`src/rtl/seg_scan_drv.sv`:
```
// seg_scan_drv: multi-digit time-multiplexed hex 7-segment scanner with double-buffered, frame-synchronous updates
//   clk        system clock
//   rst_n      asynchronous active-low reset
//   load       capture data_in/dp_in/blank_in into the pending buffer
//   data_in    DIGITS nibbles, digit 0 in bits 3:0
//   dp_in      per-digit decimal point
//   blank_in   per-digit blank (segments and DP off)
//   seg_out    {dp, g..a}, registered, polarity set by SEG_ACT_LOW
//   dig_out    one-hot digit enable, registered, polarity set by DIG_ACT_LOW
//   frame_done one-cycle pulse after each frame's last cycle
//   Define SEG_SCAN_LZB_EN to enable leading-zero blanking.
module seg_scan_drv #(
    parameter int DIGITS      = 4,
    parameter int SCAN_DIV    = 50000,
    parameter bit SEG_ACT_LOW = 1'b0,
    parameter bit DIG_ACT_LOW = 1'b1
) (
    input  logic                  clk,
    input  logic                  rst_n,
    input  logic                  load,
    input  logic [4*DIGITS-1:0]   data_in,
    input  logic [DIGITS-1:0]     dp_in,
    input  logic [DIGITS-1:0]     blank_in,
    output logic [7:0]            seg_out,
    output logic [DIGITS-1:0]     dig_out,
    output logic                  frame_done
);
    localparam int DW = $clog2(SCAN_DIV);
    localparam int IW = DIGITS > 1 ? $clog2(DIGITS) : 1;
    localparam logic [6:0] SEG_LUT [16] = '{
        7'h3F, 7'h06, 7'h5B, 7'h4F, 7'h66, 7'h6D, 7'h7D, 7'h07,
        7'h7F, 7'h6F, 7'h77, 7'h7C, 7'h39, 7'h5E, 7'h79, 7'h71
    };
    logic [DW-1:0]       div_q, div_d;
    logic [IW-1:0]       idx_q, idx_d;
    logic [4*DIGITS-1:0] pend_data_q, disp_data_q;
    logic [DIGITS-1:0]   pend_dp_q, pend_blank_q, disp_dp_q, disp_blank_q;
    logic                pend_valid_q, pend_valid_d;
    logic [7:0]          seg_q, seg_d;
    logic [DIGITS-1:0]   dig_q, dig_d;
    logic                frame_done_q;
    logic                div_tc, commit;
    logic [DIGITS-1:0]   lzb;
    logic [3:0]          nib;
    logic                cur_dp, cur_blank, cur_lzb;
    assign div_tc = div_q == DW'(SCAN_DIV - 1);
    assign commit = div_tc && idx_q == IW'(DIGITS - 1);
    always_comb begin
        div_d        = div_tc ? '0 : div_q + 1'b1;
        idx_d        = !div_tc ? idx_q : (idx_q == IW'(DIGITS - 1)) ? '0 : idx_q + 1'b1;
        // A load in the commit cycle keeps pending valid for the next frame.
        pend_valid_d = load || (pend_valid_q && !commit);
    end
`ifdef SEG_SCAN_LZB_EN
    logic hi_zero;
    // Walk from the top digit down; a zero is suppressed while everything above it is zero or blank.
    always_comb begin
        hi_zero = 1'b1;
        lzb     = '0;
        for (int k = DIGITS - 1; k >= 0; k--) begin
            lzb[k]  = (k != 0) && hi_zero && disp_data_q[4*k +: 4] == 4'h0;
            hi_zero = hi_zero && (disp_data_q[4*k +: 4] == 4'h0 || disp_blank_q[k]);
        end
    end
`else
    assign lzb = '0;
`endif
    always_comb begin
        nib       = '0;
        cur_dp    = 1'b0;
        cur_blank = 1'b0;
        cur_lzb   = 1'b0;
        for (int k = 0; k < DIGITS; k++) begin
            if (idx_q == IW'(k)) begin
                nib       = disp_data_q[4*k +: 4];
                cur_dp    = disp_dp_q[k];
                cur_blank = disp_blank_q[k];
                cur_lzb   = lzb[k];
            end
        end
        // Explicit blank kills the DP too; leading-zero blanking leaves the DP alone.
        seg_d = cur_blank ? 8'h00 : {cur_dp, cur_lzb ? 7'h00 : SEG_LUT[nib]};
        // Slot position 0 is dead-time: segments settle while no digit is driven.
        dig_d = div_q == '0 ? '0 : DIGITS'(1) << idx_q;
    end
    always_ff @(posedge clk or negedge rst_n) begin
        if (!rst_n) begin
            div_q        <= '0;
            idx_q        <= '0;
            pend_data_q  <= '0;
            pend_dp_q    <= '0;
            pend_blank_q <= '0;
            pend_valid_q <= 1'b0;
            disp_data_q  <= '0;
            disp_dp_q    <= '0;
            disp_blank_q <= '1;
            seg_q        <= '0;
            dig_q        <= '0;
            frame_done_q <= 1'b0;
        end else begin
            div_q        <= div_d;
            idx_q        <= idx_d;
            pend_valid_q <= pend_valid_d;
            seg_q        <= seg_d;
            dig_q        <= dig_d;
            frame_done_q <= commit;
            if (commit && pend_valid_q) begin
                disp_data_q  <= pend_data_q;
                disp_dp_q    <= pend_dp_q;
                disp_blank_q <= pend_blank_q;
            end
            if (load) begin
                pend_data_q  <= data_in;
                pend_dp_q    <= dp_in;
                pend_blank_q <= blank_in;
            end
        end
    end
    assign seg_out    = seg_q ^ {8{SEG_ACT_LOW}};
    assign dig_out    = dig_q ^ {DIGITS{DIG_ACT_LOW}};
    assign frame_done = frame_done_q;
endmodule

```
`config.mk`:
```
export PLATFORM = sky130hd
export DESIGN_NAME = seg_scan_drv
export DESIGN_NICKNAME = d
export VERILOG_FILES = /design/src/rtl/seg_scan_drv.sv
export SDC_FILE = /design/constraint.sdc
export NUM_CORES = 1
export LEC_CHECK = 0
export CAP_MARGIN = 30
export CELL_PAD_IN_SITES_DETAIL_PLACEMENT = 0
export CELL_PAD_IN_SITES_GLOBAL_PLACEMENT = 1
export CORE_MARGIN = 4
export CORE_UTILIZATION = 46
export CTS_CLUSTER_DIAMETER = 80
export CTS_CLUSTER_SIZE = 30
export DETAILED_ROUTE_END_ITERATION = 10
export PLACE_DENSITY = 0.89
export SETUP_SLACK_MARGIN = 0.15
export SYNTH_ARGS = -nofsm -noshare
export SYNTH_HDL_FRONTEND = slang
export SYNTH_SLANG_ARGS = --single-unit
```
`constraint.sdc`:
```
create_clock -name clk -period 2.7 [get_ports clk]
set_input_delay 0.675 -clock clk [delete_from_list [all_inputs] [get_ports clk]]
set_output_delay 0.675 -clock clk [all_outputs]
set_load 0.01 [all_outputs]
```
Word level (Yosys, flattened, before mapping):

Memories as Yosys holds them, arrays and structs flattened.
Cells that the tools add are included.

* add/sub/neg operators: 2
* multiplexer cells: 18
* shifts and indexed selects: 1
* bitwise operators: 2
* order comparisons: 1
* equal/unequal tests: 4
* reductions and logical operators: 7

Operators with widths (number)
* 4-bit 2-to-1 mux: 5
* 16-bit by 1-bit adder with 16-bit output (second input constant): 1
* 16-bit == test (second input constant): 1
* 16-bit zero test: 1
* 16-bit 2-to-1 mux: 1
* 7-bit 2-to-1 mux: 2
* 1-bit 2-to-1 mux: 8
* 8-bit 2-to-1 mux: 1
* 5-bit >= comparator (second input constant): 1
* 4-bit inverter with 5-bit output: 1
* 2-bit == test (second input constant): 2
* 4-bit inverter: 1
* 1-bit by 2-bit left shift with 4-bit output (first input constant): 1
* 1-bit logical AND: 3
* 2-bit by 1-bit adder with 2-bit output (second input constant): 1
* 2-bit by 1-bit == test with 1-bit output (second input constant): 1
* 2-bit zero test: 1
* 2-bit 2-to-1 mux: 1
* 1-bit zero test: 1
* 1-bit logical OR: 1

* input port bits: 27
* bits in registers: 80
* memories: 1
* ROM bits: 112

Memory list
* (name not given): words 16, width 7, rd ports 1, clocked after Yosys merged registers in 0, write ports 0, RTL line 82 `seg_d = cur_blank ? 8'h00 : {cur_dp, cur_lzb ? 7'h00 : SEG_LUT[nib]};`

Longest topological paths before layout:

* word-level depth: 10
* depth in mapped cells: 11

Worst setup path before layout:

Ideal clock, no wire load.

* path kind: flip-flop to flip-flop
* start: reg idx_q[1]
* end: reg seg_q[6], in the netlist seg_out[6]
* arrival time: 2.184 ns
* path slack: 0.451 ns
* period minus slack after synthesis: 2.249 ns
* cell stages (with the launch flop): 11
* path through: dfrtp_1 -> inv_1 -> ha_1 -> clkbuf_1 -> nor2b_1 -> a221o_1 -> a22oi_1 -> inv_1 -> ha_1 -> mux2i_1 -> o221a_2

* cells in the longest elaborated chain, start to end: 10
* elaborated cells between the ends (all ways): 17
* classes of those cells: eq/ne (3); mux (11); bitwise (1); reduce/logical (1); memory (1)

Ends and longest elaborated chain
* start: declaration: RTL line 35 `logic [IW-1:0] idx_q, idx_d;`
* start signal: assignment: RTL line 102 `idx_q <= idx_d;`
* 2-bit zero test: RTL line 74 `if (idx_q == IW'(k)) begin`
* 4-bit 2-to-1 mux (4 in a row): RTL line 74
* 4-bit inverter with 5-bit output (implied by the code): RTL line 82
* memory 16 x 7 bit
* 7-bit 2-to-1 mux (implied by the code) (2 in a row): RTL line 82
* 8-bit 2-to-1 mux *: RTL line 82
* named net seg_d[6]: RTL line 39 `logic [7:0] seg_q, seg_d;`
* end signal: assignment: RTL line 104 `seg_q <= seg_d;`
* end: declaration: RTL line 39

The timed path passes the listed nets; every way through them passes the cells marked *. The select of a mux whose other input is x is not followed.
A chain may end at the register's enable or synchronous reset.

Worst setup path after layout:

* start: reg idx_q[0]
* end: reg seg_q[1], in the netlist seg_out[1]

The elaborated chain is that of the path after synthesis.

==> results_dict.tcl <==
set metrics [dict create \
    status "finished clean" \
    postCtsHoldBufs 0 \
    switching_share 0.230 \
    worstSetupStartpoint "idx_q[0]$_DFFE_PN0N_" \
    synth_area_leaders "dfrtp_1 52%, mux2_2 8.5%, mux2_4 8.1%, ha_1 4.1%, dfstp_2 2.8%" \
    drc 0 \
    portBuffers 39 \
    syn-cell-area_um2 3690 \
    first_pass_iters 4 \
    tritoncts "done" \
    maxSlewViolCount 0 \
    die_x_um 97.6 \
    p_int_mw 1.74 \
    via_per_inst 5.19 \
    yosys_most_used_dff "dfrtp_1" \
    tns_ps 0 \
    tightest_slew_ps 631 \
    maxCapViolCount 0 \
    pwr-share-clk 0.396 \
    p_switching_mw 0.520 \
    multi_input_area_um2 1580 \
    gp_congestion 0.874 \
    pwr-share-seq 0.555 \
    instances_no_fill 442 \
    syn_to_final_growth_pct 20.0 \
    avgSynthCellArea_um2 12.7 \
    grt_pass1_wl_mm 11.6 \
    syn_inst 291 \
    ios 40 \
    synth_seq_area_share 0.544 \
    clock-sinks 80 \
    top_layer_used "met4" \
    pre_cts_slack_ps 197 \
    p_per_area_nw_per_um2 510 \
    drtIter0Drc 104 \
    vdd_drop_max_uv 531 \
    hp-class "in -> async" \
    grt_max_degree 51 \
    synth-edff-count 0 \
    core_area_um2 7770 \
    clkLatencyLatePin_ps 350 \
    grt.total_usage 0.151 \
    critPathLaunchType "flop" \
    drive_gt1_frac 0.250 \
    clk_path_buf_depth 2 \
    fmax_mhz 441 \
    yosys_warnings 0 \
    relSlewSlack 0.579 \
    regArea_um2 2010 \
    dp.cells 426 \
    final.period_utilization 0.839 \
    nets 374 \
    cts_resized 0 \
    initial_utilization 0.475 \
    post-cts-setup-buffers 0 \
    cp-end-kind "flop" \
    clk_pin_slew_ps 90 \
    layout_min_cycle_time_ps 2270 \
    wl_met3_um 344 \
    setup_ws_ps 434 \
    r2r-start "idx_q[0]$_DFFE_PN0N_" \
    rows 32 \
    n_antenna_cell 0 \
    syn_nets 330 \
    htreeDepth 3 \
    ys_seq_elements 80 \
    finalHoldViolCount 0 \
    antenna_found_initial 0 \
    vias 2296 \
    yosys.cell_types.count 47 \
    die_area_um2 9520 \
    ant_nets 0 \
    rsz0062_at_grt "false" \
    wl_mm 6.71 \
    cts_buffers 9 \
    fill_cells 650 \
    gr-total-overflow 0 \
    skew_ps 9.18 \
    grt_pass1_vias 2325 \
    synth-async-reset-ratio 1.00 \
    met1_length_mm 3.16 \
    cp_data_arrival_time_ps 2510 \
    synth_top_cell_by_area "dfrtp_1" \
    setup_viol 0 \
    cp.required_ps 2940 \
    yosysTopAreaCellShare 0.515 \
    worstSetupPathType "reg -> reg" \
    path_max_fanout 5 \
    die_h_um 97.6 \
    dr_wl_met2_mm 3.09 \
    total_power_mw 2.26 \
    clockRootBuffer "clkbuf_8" \
    p_leak_nw 2.04 \
    wl_per_cell_um 15.2 \
    dp_hpwl_mm 4.82 \
    share_comb_of_total_power 0.049 \
]
-- metal layers --
layer / global-route usage / vias up
met3: 0.0402 / 9
met5: 0 / -
met4: 0.0543 / 0
li1: - / 1111
met1: 0.214 / 1127
met2: 0.224 / 49
-- cell type report --
cell class	instances	area share
sequential	80	0.453
multi-input combinational	184	0.356
timing repair buffer	45	0.103
tap	102	0.0288
clock buffer	9	0.0280
clock inverter	7	0.0181
inverter	15	0.0127
-- kinds of logic (layout without fill, tap and decap cells) --
kind of cell | count (synthesis) | after routing | synth area share
muxes | 52 | 52 | 0.178
AOI/OAI and AO/OA | 32 | 32 | 0.0651
and+or+nand+nor | 75 | 75 | 0.109
xor gates and xnor gates | 13 | 13 | 0.0309
buffers and inverters | 27 | 76 | 0.0329
adders and majority gates | 12 | 12 | 0.0407
DFF | 80 | 80 | 0.544
-- through the flow --
step	hold WS (ps)	instance area [um^2]	utilization
floorplan	379	3690	-
global placement	475	4210	0.542
detailed placement	481	4210	0.542
CTS	353	4410	0.568
global route	389	4430	0.570
finish	343	4430	0.570
-- critical path: stages (launching register included) --
cell and delay [ps]:
dfrtp_1 410, inv_1 130, ha_1 210, nor2b_2 270
a22oi_1 120, a21oi_2 280, inv_1 130, ha_1 300
a221oi_1 310
-- layout by cell type, fill, tap and decap left out, types with 4 or more instances in the layout --
cell             netlist  routed
and2_1                 6       6
buf_4                  0       5
clkbuf_8               0       9
clkdlybuf4s50_1        0      38
dfrtp_1               76      76
dfstp_2                4       4
ha_1                  12      11
inv_1                 15      15
mux2_2                28      28
mux2_4                20      20
mux2i_1                4       4
nand2_1               17      17
nand3_1               10      10
nand4_1                5       5
nor2_1                18      18
nor3_1                 6       6
o21ai_0                4       4
xor2_1                10      10
-- flip-flops by register name (all words and copies together) (netlist names), 8 cells and up --
name and flops:
disp_data_q 16, seg_out 8, pend_data_q 16, div_q 16
-- cells in the mapped netlist, types with 5 or more instances --
master	count
mux2_4	20
dfrtp_1	76
ha_1	12
nor3_1	6
nand2_1	17
nor2_1	18
nand4_1	5
and2_1	6
inv_1	15
nand3_1	10
mux2_2	28
xor2_1	10
-- power groups by stage --
stage | clock, mW | combinational (mW) | sequential, mW
6_report | 0.894 | 0.111 | 1.25
4_1_cts | 0.920 | 0.115 | 1.25
3_5_place_dp | 0 | 0.114 | 1.28
5_1_grt | 0.967 | 0.124 | 1.26
2_1_floorplan | 0 | 0.0448 | 1.27
3_3_place_gp | 0 | 0.110 | 1.28
-- final timing paths --
| kind | end | slack, ps | cells after the start |
|---|---|---|---|
| setup / recovery | seg_out[1]$_DFF_PN0_ | 430 | 8 |
| hold / removal | div_q[9]$_DFF_PN0_ | 340 | 1 |
| setup reg to reg | seg_out[1]$_DFF_PN0_ | 430 | 8 |
| hold reg to reg | div_q[0]$_DFF_PN0_ | 480 | 1 |
| max in group asynchronous | disp_blank_q[3]$_DFFE_PN1P_ | 1710 | 2 |
| min in group clk | div_q[0]$_DFF_PN0_ | 480 | 1 |
No activity file was read; power rests on OpenSTA's default activity.
